**config.mk**
```make
export PLATFORM = sky130hd
export DESIGN_NAME = uart_baud_gen_frac
export DESIGN_NICKNAME = d
export VERILOG_FILES = /design/src/rtl/uart_baud_gen_frac.sv
export SDC_FILE = /design/constraint.sdc
export NUM_CORES = 1
export LEC_CHECK = 0
export CORE_AREA = 10 10 119 132
export DETAILED_ROUTE_END_ITERATION = 10
export DIE_AREA = 0 0 129 142
export PLACE_DENSITY = 0.49
export SLEW_MARGIN = 20
export SYNTH_ARGS = -nofsm -noshare
export SYNTH_HDL_FRONTEND = slang
export SYNTH_SLANG_ARGS = --single-unit
```
**constraint.sdc**
```tcl
create_clock -name clk -period 5.7 [get_ports clk]
set_clock_uncertainty 0.1 [all_clocks]
set_input_delay 1.14 -clock clk [delete_from_list [all_inputs] [get_ports clk]]
set_output_delay 1.14 -clock clk [all_outputs]
set_load 0.01 [all_outputs]
```
**src/rtl/uart_baud_gen_frac.sv**
```systemverilog
// ----------------------------------------------------------------------------
// uart_baud_gen_frac
//
// Baud-rate generator for the UART cores. It produces an oversampled baud
// tick, a transmit bit-boundary pulse and an RX mid-bit sample pulse.
//
// How it works:
//   - A down-counter reloads with the integer divisor.
//   - A FRAC_WIDTH-bit phase accumulator stretches individual tick periods
//     by one cycle, so the average tick spacing is baud_val+1+frac/2^F.
//   - New divisors are captured into a shadow register. They become active
//     only on a bit boundary, so a frame in flight never sees a rate change.
//
// Ports:
//   clk           system clock
//   reset_n       asynchronous active-low reset
//   enable        run generator; low holds counters idle
//   baud_val      requested integer divisor
//   baud_frac     requested fractional divisor
//   cfg_update    1-cycle strobe capturing baud_val/baud_frac
//   cfg_ack       1-cycle pulse when the captured divisor became active
//   baud_clock    1-cycle tick at OS x baud
//   xmit_pulse    1-cycle pulse on the last tick of each bit period
//   rx_mid_pulse  1-cycle pulse on tick OS/2 of each bit period
// ----------------------------------------------------------------------------
module uart_baud_gen_frac #(
    parameter int CNT_WIDTH      = 13,
    parameter int FRAC_WIDTH     = 3,
    parameter int OS_LOG2        = 4,
    parameter int RESET_BAUD_VAL = 0
) (
    input  logic                  clk,
    input  logic                  reset_n,
    input  logic                  enable,
    input  logic [CNT_WIDTH-1:0]  baud_val,
    input  logic [FRAC_WIDTH-1:0] baud_frac,
    input  logic                  cfg_update,
    output logic                  cfg_ack,
    output logic                  baud_clock,
    output logic                  xmit_pulse,
    output logic                  rx_mid_pulse
);

    localparam int                   MID_INT   = (1 << (OS_LOG2 - 1)) - 1;
    localparam logic [OS_LOG2-1:0]   LAST_TICK = '1;
    localparam logic [OS_LOG2-1:0]   MID_TICK  = MID_INT[OS_LOG2-1:0];
    localparam logic [CNT_WIDTH-1:0] RESET_VAL = RESET_BAUD_VAL[CNT_WIDTH-1:0];

    // One bit wider than the divisor so act_val + carry never overflows.
    logic [CNT_WIDTH:0]    cntr;
    logic [FRAC_WIDTH-1:0] acc;
    logic [OS_LOG2-1:0]    xmit_cntr;

    logic [CNT_WIDTH-1:0]  act_val;
    logic [FRAC_WIDTH-1:0] act_frac;
    logic [CNT_WIDTH-1:0]  shadow_val;
    logic [FRAC_WIDTH-1:0] shadow_frac;
    logic                  pending;

    logic                  wrap;
    logic                  bit_end;
    logic                  apply;
    logic [FRAC_WIDTH:0]   acc_sum;
    logic [CNT_WIDTH:0]    reload;

    assign wrap    = (cntr == '0);
    assign bit_end = (xmit_cntr == LAST_TICK);
    assign apply   = wrap & bit_end & pending;

    // MSB of the sum is the carry that stretches this tick period by one cycle.
    assign acc_sum = {1'b0, acc} + {1'b0, act_frac};

    // On the apply edge the reload already uses the new divisor, with no stretch.
    assign reload  = apply ? {1'b0, shadow_val}
                           : {1'b0, act_val} + (CNT_WIDTH + 1)'(acc_sum[FRAC_WIDTH]);

    always_ff @(posedge clk or negedge reset_n) begin
        // NOTE: only control/config registers exist here, no memories, so every
        // flop gets a defined reset value, including the shadow copy.
        if (!reset_n) begin
            cntr         <= '0;
            acc          <= '0;
            xmit_cntr    <= '0;
            act_val      <= RESET_VAL;
            act_frac     <= '0;
            shadow_val   <= '0;
            shadow_frac  <= '0;
            pending      <= 1'b0;
            cfg_ack      <= 1'b0;
            baud_clock   <= 1'b0;
            xmit_pulse   <= 1'b0;
            rx_mid_pulse <= 1'b0;
        end else begin
            cfg_ack <= 1'b0;
            if (!enable) begin
                cntr         <= '0;
                acc          <= '0;
                xmit_cntr    <= '0;
                baud_clock   <= 1'b0;
                xmit_pulse   <= 1'b0;
                rx_mid_pulse <= 1'b0;
                // Idle generator: no frame to protect, so take the rate at once.
                // Any older shadow value is dropped because this one is newer.
                if (cfg_update) begin
                    act_val  <= baud_val;
                    act_frac <= baud_frac;
                    pending  <= 1'b0;
                    cfg_ack  <= 1'b1;
                end
            end else begin
                baud_clock   <= wrap;
                xmit_pulse   <= wrap & bit_end;
                rx_mid_pulse <= wrap & (xmit_cntr == MID_TICK);
                if (wrap) begin
                    cntr      <= reload;
                    xmit_cntr <= xmit_cntr + OS_LOG2'(1);
                    if (apply) begin
                        act_val  <= shadow_val;
                        act_frac <= shadow_frac;
                        acc      <= '0;
                        pending  <= 1'b0;
                        cfg_ack  <= 1'b1;
                    end else begin
                        acc <= acc_sum[FRAC_WIDTH-1:0];
                    end
                end else begin
                    cntr <= cntr - (CNT_WIDTH + 1)'(1);
                end
                // NOTE: with non-blocking assignments the last write in the block
                // wins. A strobe coinciding with an apply edge therefore re-arms
                // pending. The apply itself still takes the old shadow value.
                if (cfg_update) begin
                    shadow_val  <= baud_val;
                    shadow_frac <= baud_frac;
                    pending     <= 1'b1;
                end
            end
        end
    end

endmodule

```
==> results of run 1 <==
-- state kept, by name (all words and copies together), names as in the netlist --
register and cells:
shadow_frac 3, baud_clock 1, shadow_val 13, cntr 14, acc 3, cfg_ack 1, xmit_cntr 4, act_frac 3
act_val 13, rx_mid_pulse 1, xmit_pulse 1, pending 1
-- worst reg2reg max path: stages, from the launching register on --
cell and delay (ps):
dfrtp_1 420, inv_1 100, ha_1 190, or4b_1 530
or4_4 660, o22ai_4 790, nor2_1 160, a21oi_2 140
-- kinds of logic after synthesis --
kind of cell	synth area share, %
fa+ha+maj	3.76
buf+inv	4.11
compound gates	13.4
mux	11.0
flops	45.4
xor+xnor	5.20
simple gates	17.2
-- how the worst max path moves through the flow --
stage | from | to | slack [ps] | cells after the start
floorplan | enable | shadow_frac[2] | 3150 | 4
global placement | enable | act_val[4] | 2440 | 5
detailed placement | enable | act_val[6] | 2430 | 5
CTS | cntr[0] | act_val[6] | 2510 | 7
global route | cntr[0] | act_val[6] | 2280 | 7
finish | cntr[0] | act_val[6] | 2530 | 7
-- layer usage --
layer  vias to the layer above  routed length, um
met5                         -                  0
met4                         0                151
met3                        13                225
met2                        44               3080
met1                      1086               3390
li1                       1169                  -
-- through the flow --
stage | cell area [sq um] | total power (W) | cells | hold WS [ps]
2_1_floorplan | 3200 | 0.000917 | 318 | 379
3_5_place_dp | 3550 | 0.00103 | 489 | 394
6_report | 3820 | 0.00151 | 504 | 402
3_3_place_gp | 3550 | 0.00102 | 489 | 388
5_1_grt | 3820 | 0.00162 | 504 | 421
4_1_cts | 3820 | 0.00153 | 504 | 405
-- layout make-up --
type / instances / area (sq um) / area share, %
multi-input cells: 233 / 1620 / 42.2
flip-flops and latches: 58 / 1450 / 38.0
clock buffers: 12 / 256 / 6.71
repair buffers: 26 / 243 / 6.35
well taps: 161 / 201 / 5.27
inverters: 11 / 41.3 / 1.08
clock inverters: 3 / 15.0 / 0.393
-- power by group --
group | internal (W) | switching, W
Clock | 0.000312 | 0.000176
Sequential | 0.000492 | 0.0000787
Combinational | 0.000204 | 0.000244
-- cells in the final DEF (no fill, tap or decap), drive strengths merged, types with 14 or more instances in the layout --
master,instances
clkdlybuf4s50,21
xnor2,14
mux2,16
nand2,26
mux2i,17
nor3,15
dfrtp,58
nor2,28
a21oi,29
==> results.md, run 1 <==
* Initial antenna violation count at 0
* Hold-fix buffers at CTS at 0
* Hold Path Class: reg2reg
* Min-Delay Endpoint: shadow_frac[1]
* Top cells by area, synth: dfrtp_1 (45%), mux2_2 (5.6%), mux2i_1 (5.3%), xnor2_1 (3.8%), a21oi_2 (3.6%)
* Clock Path Buffers at 2
* DR pass1 iterations at 4
* Clock latency on the worst-skew pair at 330 ps
* Max H-tree Level at 3
* Worst-path cell with the longest stage delay: o22ai_4
* Clock Root Buffer: clkbuf_16
* Seq cells post-synth at 58
* Max frequency at 316 MHz
* Slew Viols, Final at 0
* GRT Max-Usage Layer: met2
* Vias in the first global route at 2364
* Final-stage net count at 368
* Clock Sinks at 58
* Antenna-violating nets left at 0
* Worst R2R Setup Slack at 2530 ps
* Slew @ Worst Pin at 981 ps
* Final hold vios at 0
* Most common cell in the netlist: dfrtp_1
* Post-synthesis cell area at 3200 sq um
* Worst path cell trace: inv_1 -> ha_1 -> or4b_1 -> or4_4 -> o22ai_4 -> nor2_1 -> a21oi_2
* Area share of the largest cell type after synthesis at 45.4%
* EDFF count, synth at 0
* Largest net degree at the start of global routing at 59
* Slowest stage delay, CP at 780 ps
* Place WS at 2430 ps
* First-pass GRT wire length at ~12000 um
* Share of cells above drive strength 1 at 15.7%
* HP Start: shadow_frac[1]
* Inserted Clock Buffers at 9
* Reg2Reg Launch Point: cntr[0]
* Reg-to-Reg End: act_val[6]
* Final wirelength at around 7000 um
* Synth unique cells at 43
* Min cycle time layout at 3170 ps
* Fin crit share at a little under three fifths
* Power per cell area at 394 nW/um^2
* # resized after CTS at 0
* Setup WS post-layout at 2530 ps
* HPWL Detailed at around 4800 um
* Peak supply drop at 0.000153 V
* Die ar. at 18300 sq um
* Setup TNS at 0 ps
* CTS tree: yes
* Gate Count Post-Synth at between 300 and 400
* WS Path Type: reg2reg
* Bufs and invs on worst path at 1
* Port bufs at 23
* Drt initial violations at 96
* Core area at approximately 13000 sq um
* Fraction of registers with async set/reset at 100%
* Synthesized area per cell at 10.1 sq um
* Global placer's final weighted congestion at between 0.8 and 0.9
* Worst EP required at approximately 5900 ps
* Max_cap viols at 0
* Worst-path clk slew at 50 ps
* Initial cell density of the core at 24.6%
* Outcome: completed
* Worst EP arrival at 3320 ps
* Top Ports at 24
* Slew margin rel. at 34.6%
* Cell count of the worst hold path at 1
* Die height at about 140 um
* Setup bufs post-CTS at 0
* Sequential area share after synthesis at 45.4%
* Warning count from the yosys run at 0
* Area growth syn-to-layout at 19.6%
* Ys flop type: dfrtp_1
* # DRC at 0
* WL per Instance at roughly 14 um
* Core Util, Final at 29.4%
* CP top delay family: simple AND/OR/NAND/NOR gates
* Filler instances at 1377
* CP Capture Type: register
* Final setup vio count at 0
* RSZ-0062 raised after global routing: false
* Ant diodes at 0
* GR Util met3 at approximately 2.4%
* Leading area contributor after synthesis: dfrtp_1
* Num rows at 44
* Die W at 129 um
* GRT Residual Overflow at 0
* Net Count, Synth at 347
* Via count at 2312
* Most frequent cells after synthesis: dfrtp_1 (58), nor2_1 (28), nand2_1 (26)
* Startpoint class of the critical path: register
* Reg2Reg Depth at 7
* GR met1 Demand/Resource at 9.96%
* LEAKAGE at 1.62 nW
* Total GRT Usage at 8.07%
* GR Util met2 at 12.6%
* CP max FO at 33
* Via density at 4.59
Power figures use the tool's default switching activity.
==> inputs of run 2 (changes only) <==
- clock period: 5.7 -> 3.2 ns (I/O delays scaled with it)
==> run 2 against run 1 <==
Maximum frequency up 22%; non-clock buffer count up 4; count of clock-buffer cells in the layout unchanged; critical path depth up 1; first-iteration DRC count up 16%; wire length up 1.7%; core utilization up 0.33 points; register-to-register slack worse by 1900 ps; die area unchanged; critical path type unchanged.
==> results.md, run 2 (synthesis gave the netlist of run 1 again) <==
* Share of cells above drive strength 1 at 16.7%
* Final-stage net count at roughly 370
* First-pass GRT wire length at 12300 um
* Slew Viols, Final at 0
* Max frequency at 384 MHz
* Via density at around 4.6
* Ant diodes at 0
* Fin crit share at 81.4%
* Core area at 13000 sq um
* Power per cell area at 697 nW/um^2
* Die W at 129 um
* Max H-tree Level at 3
* RSZ-0062 raised after global routing: false
* Die ar. at about 18000 sq um
* Slew @ Worst Pin at 782 ps
* Final cell count without fillers at 508
* Hold-fix buffers at CTS at 0
* Initial antenna violation count at 0
* Final wirelength at 6970 um
* Outcome: completed
* Antenna-violating nets left at 0
* Dpl cell area at 3590 sq um
* Setup WS post-layout at 596 ps
* Clock Sinks at slightly below 60
* Fin area at 3870 sq um
* WS Path Type: reg2reg
* Commonest non-fill, non-tap cell in the layout: dfrtp_1
* Final hold vios at 0
* Clock latency on the worst-skew pair at 320 ps
* Psw at around 0.00089 W
* Switching Share at 33.1%
* # resized after CTS at 0
* Logic pwr share at 30.1%
* Vias in the first global route at 2473
* Via count at 2327
* Reg with most FFs: cntr
* Clock Root Buffer: clkbuf_16
* LEAKAGE at 1.65 nW
* Place WS at 584 ps
* Largest net degree at the start of global routing at 34
* Total Power at 0.00270 W
* DR pass1 iterations at 4
* Drt initial violations at ~110
* Setup TNS at 0 ps
* Total GRT Usage at 8.31%
* Peak supply drop at 0.000298 V
* Final setup vio count at 0
* CP Capture Type: register
* Slew margin rel. at 47.8%
* Top Registers: cntr x14, act_val x13, shadow_val x13
* Flop pwr share at 37.7%
* GRT Residual Overflow at 0
* Max_cap viols at 0
* Min cycle time layout at 2600 ps
* Max reg flops at 14
* Inserted Clock Buffers at 9
* Num rows at 44
* Startpoint class of the critical path: register
* Worst-path clk slew at 50 ps
* CP max FO at 33
* Area growth syn-to-layout at 20.9%
* Placed Cells at 493
* Hold Path Class: in2async
* Top Ports at 24
* Die height at 142 um
* Most frequent cells in the layout: dfrtp_1 (58), nor2_1 (28), nand2_1 (26)
* # DRC at 0
* Clk pwr share at 32.2%
* Worst EP arrival at 2760 ps
* HPWL Detailed at between 5000 and 6000 um
* Initial cell density of the core at 24.6%
* CTS tree: yes
* Worst EP required at 3350 ps
* WL per Instance at 13.7 um
* Setup bufs post-CTS at 0
* Internal power at about 0.0018 W
* Port bufs at 23
* Global placer's final weighted congestion at 0.849
* Clock Path Buffers at 2
-- run 2: final cells by class --
cell class	count	area (sq um)
fillers	1403	9130
multi-input cells	233	1620
flip-flops and latches	58	1450
repair buffers	30	285
clock buffers	12	256
well taps	161	201
inverters	11	41.3
clock inverters	3	15.0
-- run 2: routing by layer --
metal | wire, um | vias to the layer above | track usage, %
li1 | - | 1175 | -
met1 | 3340 | 1115 | 10.2
met2 | 3290 | 29 | 13.5
met3 | 236 | 8 | 2.12
met4 | 94 | 0 | 3.59
met5 | 0 | - | 0
-- run 2: power by group through the flow --
stage,clock (W),sequential [W],combinational (W)
after global placement,0,0.00102,0.000813
after global routing,0.000932,0.00104,0.000934
final,0.000868,0.00101,0.000812
after detailed placement,0,0.00103,0.000820
after CTS,0.000891,0.00102,0.000824
after floorplan,0,0.000985,0.000649
-- run 2: final timing paths --
path                       cells past startpoint  slack, ps        endpoint            from
setup / recovery                               8        600     act_val[10]         cntr[0]
hold / removal                                 1        240      xmit_pulse         reset_n
setup reg to reg                               8        600     act_val[10]         cntr[0]
hold reg to reg                                1        400  shadow_frac[2]  shadow_frac[2]
max in group asynchronous                      2       2150      act_val[5]         reset_n
min in group clk                               1        400  shadow_frac[2]  shadow_frac[2]
-- run 2: metrics by stage --
stage	hold WS, ps	util, %
3_3_place_gp	388	27.7
6_report	238	29.8
5_1_grt	291	29.8
3_5_place_dp	395	27.7
2_1_floorplan	244	-
4_1_cts	262	29.8
-- run 2: worst max-delay path, cell delays in order, from the launching register on --
cell and delay (ps):
dfrtp_1 410, inv_1 90, ha_1 150, or4b_1 510, or4_4 540, o22ai_4 130
buf_4 370, nor2_1 100, a21oi_2 110
==> inputs of run 3 (changes only) <==
- clock period: 3.2 -> 2.68 ns (I/O delays scaled with it)
==> run 3 against run 2 <==
Cell area grew 2.0%; largest power group unchanged; register-to-register slack lost 420 ps; worst hold slack lost 150 ps; die area is the same; critical path depth shrank 1; cell count grew 0.98%; clock power grew 34%.
==> results.md, run 3 (synthesis gave the netlist of run 1 again) <==
* Max frequency at ~400 MHz
* Max reg flops at 14
* Area growth syn-to-layout at 23.3%
* Clock latency on the worst-skew pair at ~330 ps
* RSZ-0062 raised after global routing: false
* Clock Path Buffers at 2
* Clock Root Buffer: clkbuf_16
* Outcome: completed
* Final hold vios at 0
* Share of cells above drive strength 1 at 18.2%
* Hold-fix buffers at CTS at 0
* Total GRT Usage at 8.99%
* Largest net degree at the start of global routing at 38
* Setup TNS at 0 ps
* Worst-path clk slew at 50 ps
* # resized after CTS at 0
* Clock Sinks at 58
* Peak supply drop at 0.000383 V
* Antenna-violating nets left at 0
* Final setup vio count at 0
* Launch point of the worst path: cntr[0]
* Place WS at 164 ps
* Die height at 142 um
* Setup WS post-layout at 176 ps
* Reg with most FFs: cntr
* Via count at 2369
* Reg2Reg Launch Point: cntr[0]
* WS Path Type: reg2reg
* Worst EP required at 2850 ps
* Final-stage net count at ~380
* First-pass GRT wire length at around 13000 um
* Worst R2R Setup Slack at 180 ps
* Slew margin rel. at 63.9%
* Slew @ Worst Pin at 541 ps
* Top Ports at 24
* WL per Instance at 14.6 um
* Reg-to-Reg End: cntr[6]
* Setup bufs post-CTS at 0
* Most frequent cells in the layout: dfrtp_1 (58), nor2_1 (28), nand2_1 (26)
* Commonest non-fill, non-tap cell in the layout: dfrtp_1
* Final wirelength at roughly 7500 um
* Fin crit share at roughly 93%
* Hold Path Class: in2async
* Max_cap viols at 0
* DR pass1 iterations at 4
* Initial cell density of the core at 24.6%
* Num rows at between 40 and 50
* Global placer's final weighted congestion at slightly below 0.8
* GRT Residual Overflow at 0
* Port bufs at 23
* Power per cell area at 863 nW/um^2
* # DRC at 0
* Slew Viols, Final at 0
* HPWL Detailed at 5260 um
* Die W at approximately 130 um
* LEAKAGE at 1.68 nW
* CP max FO at 13
* Ant diodes at 0
* Via density at about 4.6
* CP Capture Type: register
* Startpoint class of the critical path: register
* Worst EP arrival at around 2700 ps
* Min cycle time layout at 2500 ps
* Die ar. at 18300 sq um
* Core area at 13000 sq um
* Drt initial violations at 70
* Top Registers: cntr x14, act_val x13, shadow_val x13
* Max H-tree Level at 3
* Initial antenna violation count at 0
* Reg2Reg Depth at 7
* Inserted Clock Buffers at 9
* CTS tree: yes
* Vias in the first global route at roughly 2500
-- run 3: worst max path at each step --
stage | endpoint
CTS | cntr[6]
global placement | cntr[12]
global route | acc[1]
finish | cntr[6]
floorplan | act_val[10]
detailed placement | cntr[12]
-- run 3: per-layer routing --
metal  track usage (%)  share of wire, %  vias up
met4              4.25               1.8        0
met3              2.20               2.4       10
li1                  -                 -     1187
met1              11.0                47     1136
met2              14.5                48       36
met5                 0                 0        -
-- run 3: final cells by class --
type | instances | area (sq um)
Tap cell | 161 | 201
Clock buffer | 11 | 253
Sequential cell | 58 | 1450
Inverter | 11 | 41.3
Clock inverter | 5 | 52.6
Timing Repair Buffer | 34 | 328
Fill cell | 1369 | 9050
Multi-Input combinational cell | 233 | 1620
-- run 3: critical path: stages (launching register included) --
cell and delay, ps:
dfrtp_1 410, inv_1 90, ha_1 150, or4b_1 520, or4_4 550, buf_4 210
a211oi_1 240, o31a_1 160
-- run 3: report_power, final --
group | total (W) | internal (W) | switching (W) | leakage (nW)
clock network | 0.00116 | 0.000764 | 0.000401 | 0.151
logic | 0.00102 | 0.000483 | 0.000541 | 0.816
registers | 0.00121 | 0.00104 | 0.000168 | 0.714
total | 0.00340 | 0.00229 | 0.00111 | 1.68
-- run 3: per-stage QoR --
| step | utilization (%) | instances | power, W | instance area (sq um) | hold WS [ps] |
|---|---|---|---|---|---|
| CTS | 30.3 | 513 | 0.00345 | 3940 | 109 |
| global placement | 28.0 | 497 | 0.00224 | 3640 | 388 |
| floorplan | - | 318 | 0.00195 | 3200 | 140 |
| global route | 30.3 | 513 | 0.00367 | 3940 | 130 |
| finish | 30.3 | 513 | 0.00340 | 3940 | 89.7 |
| detailed placement | 28.0 | 497 | 0.00225 | 3640 | 393 |
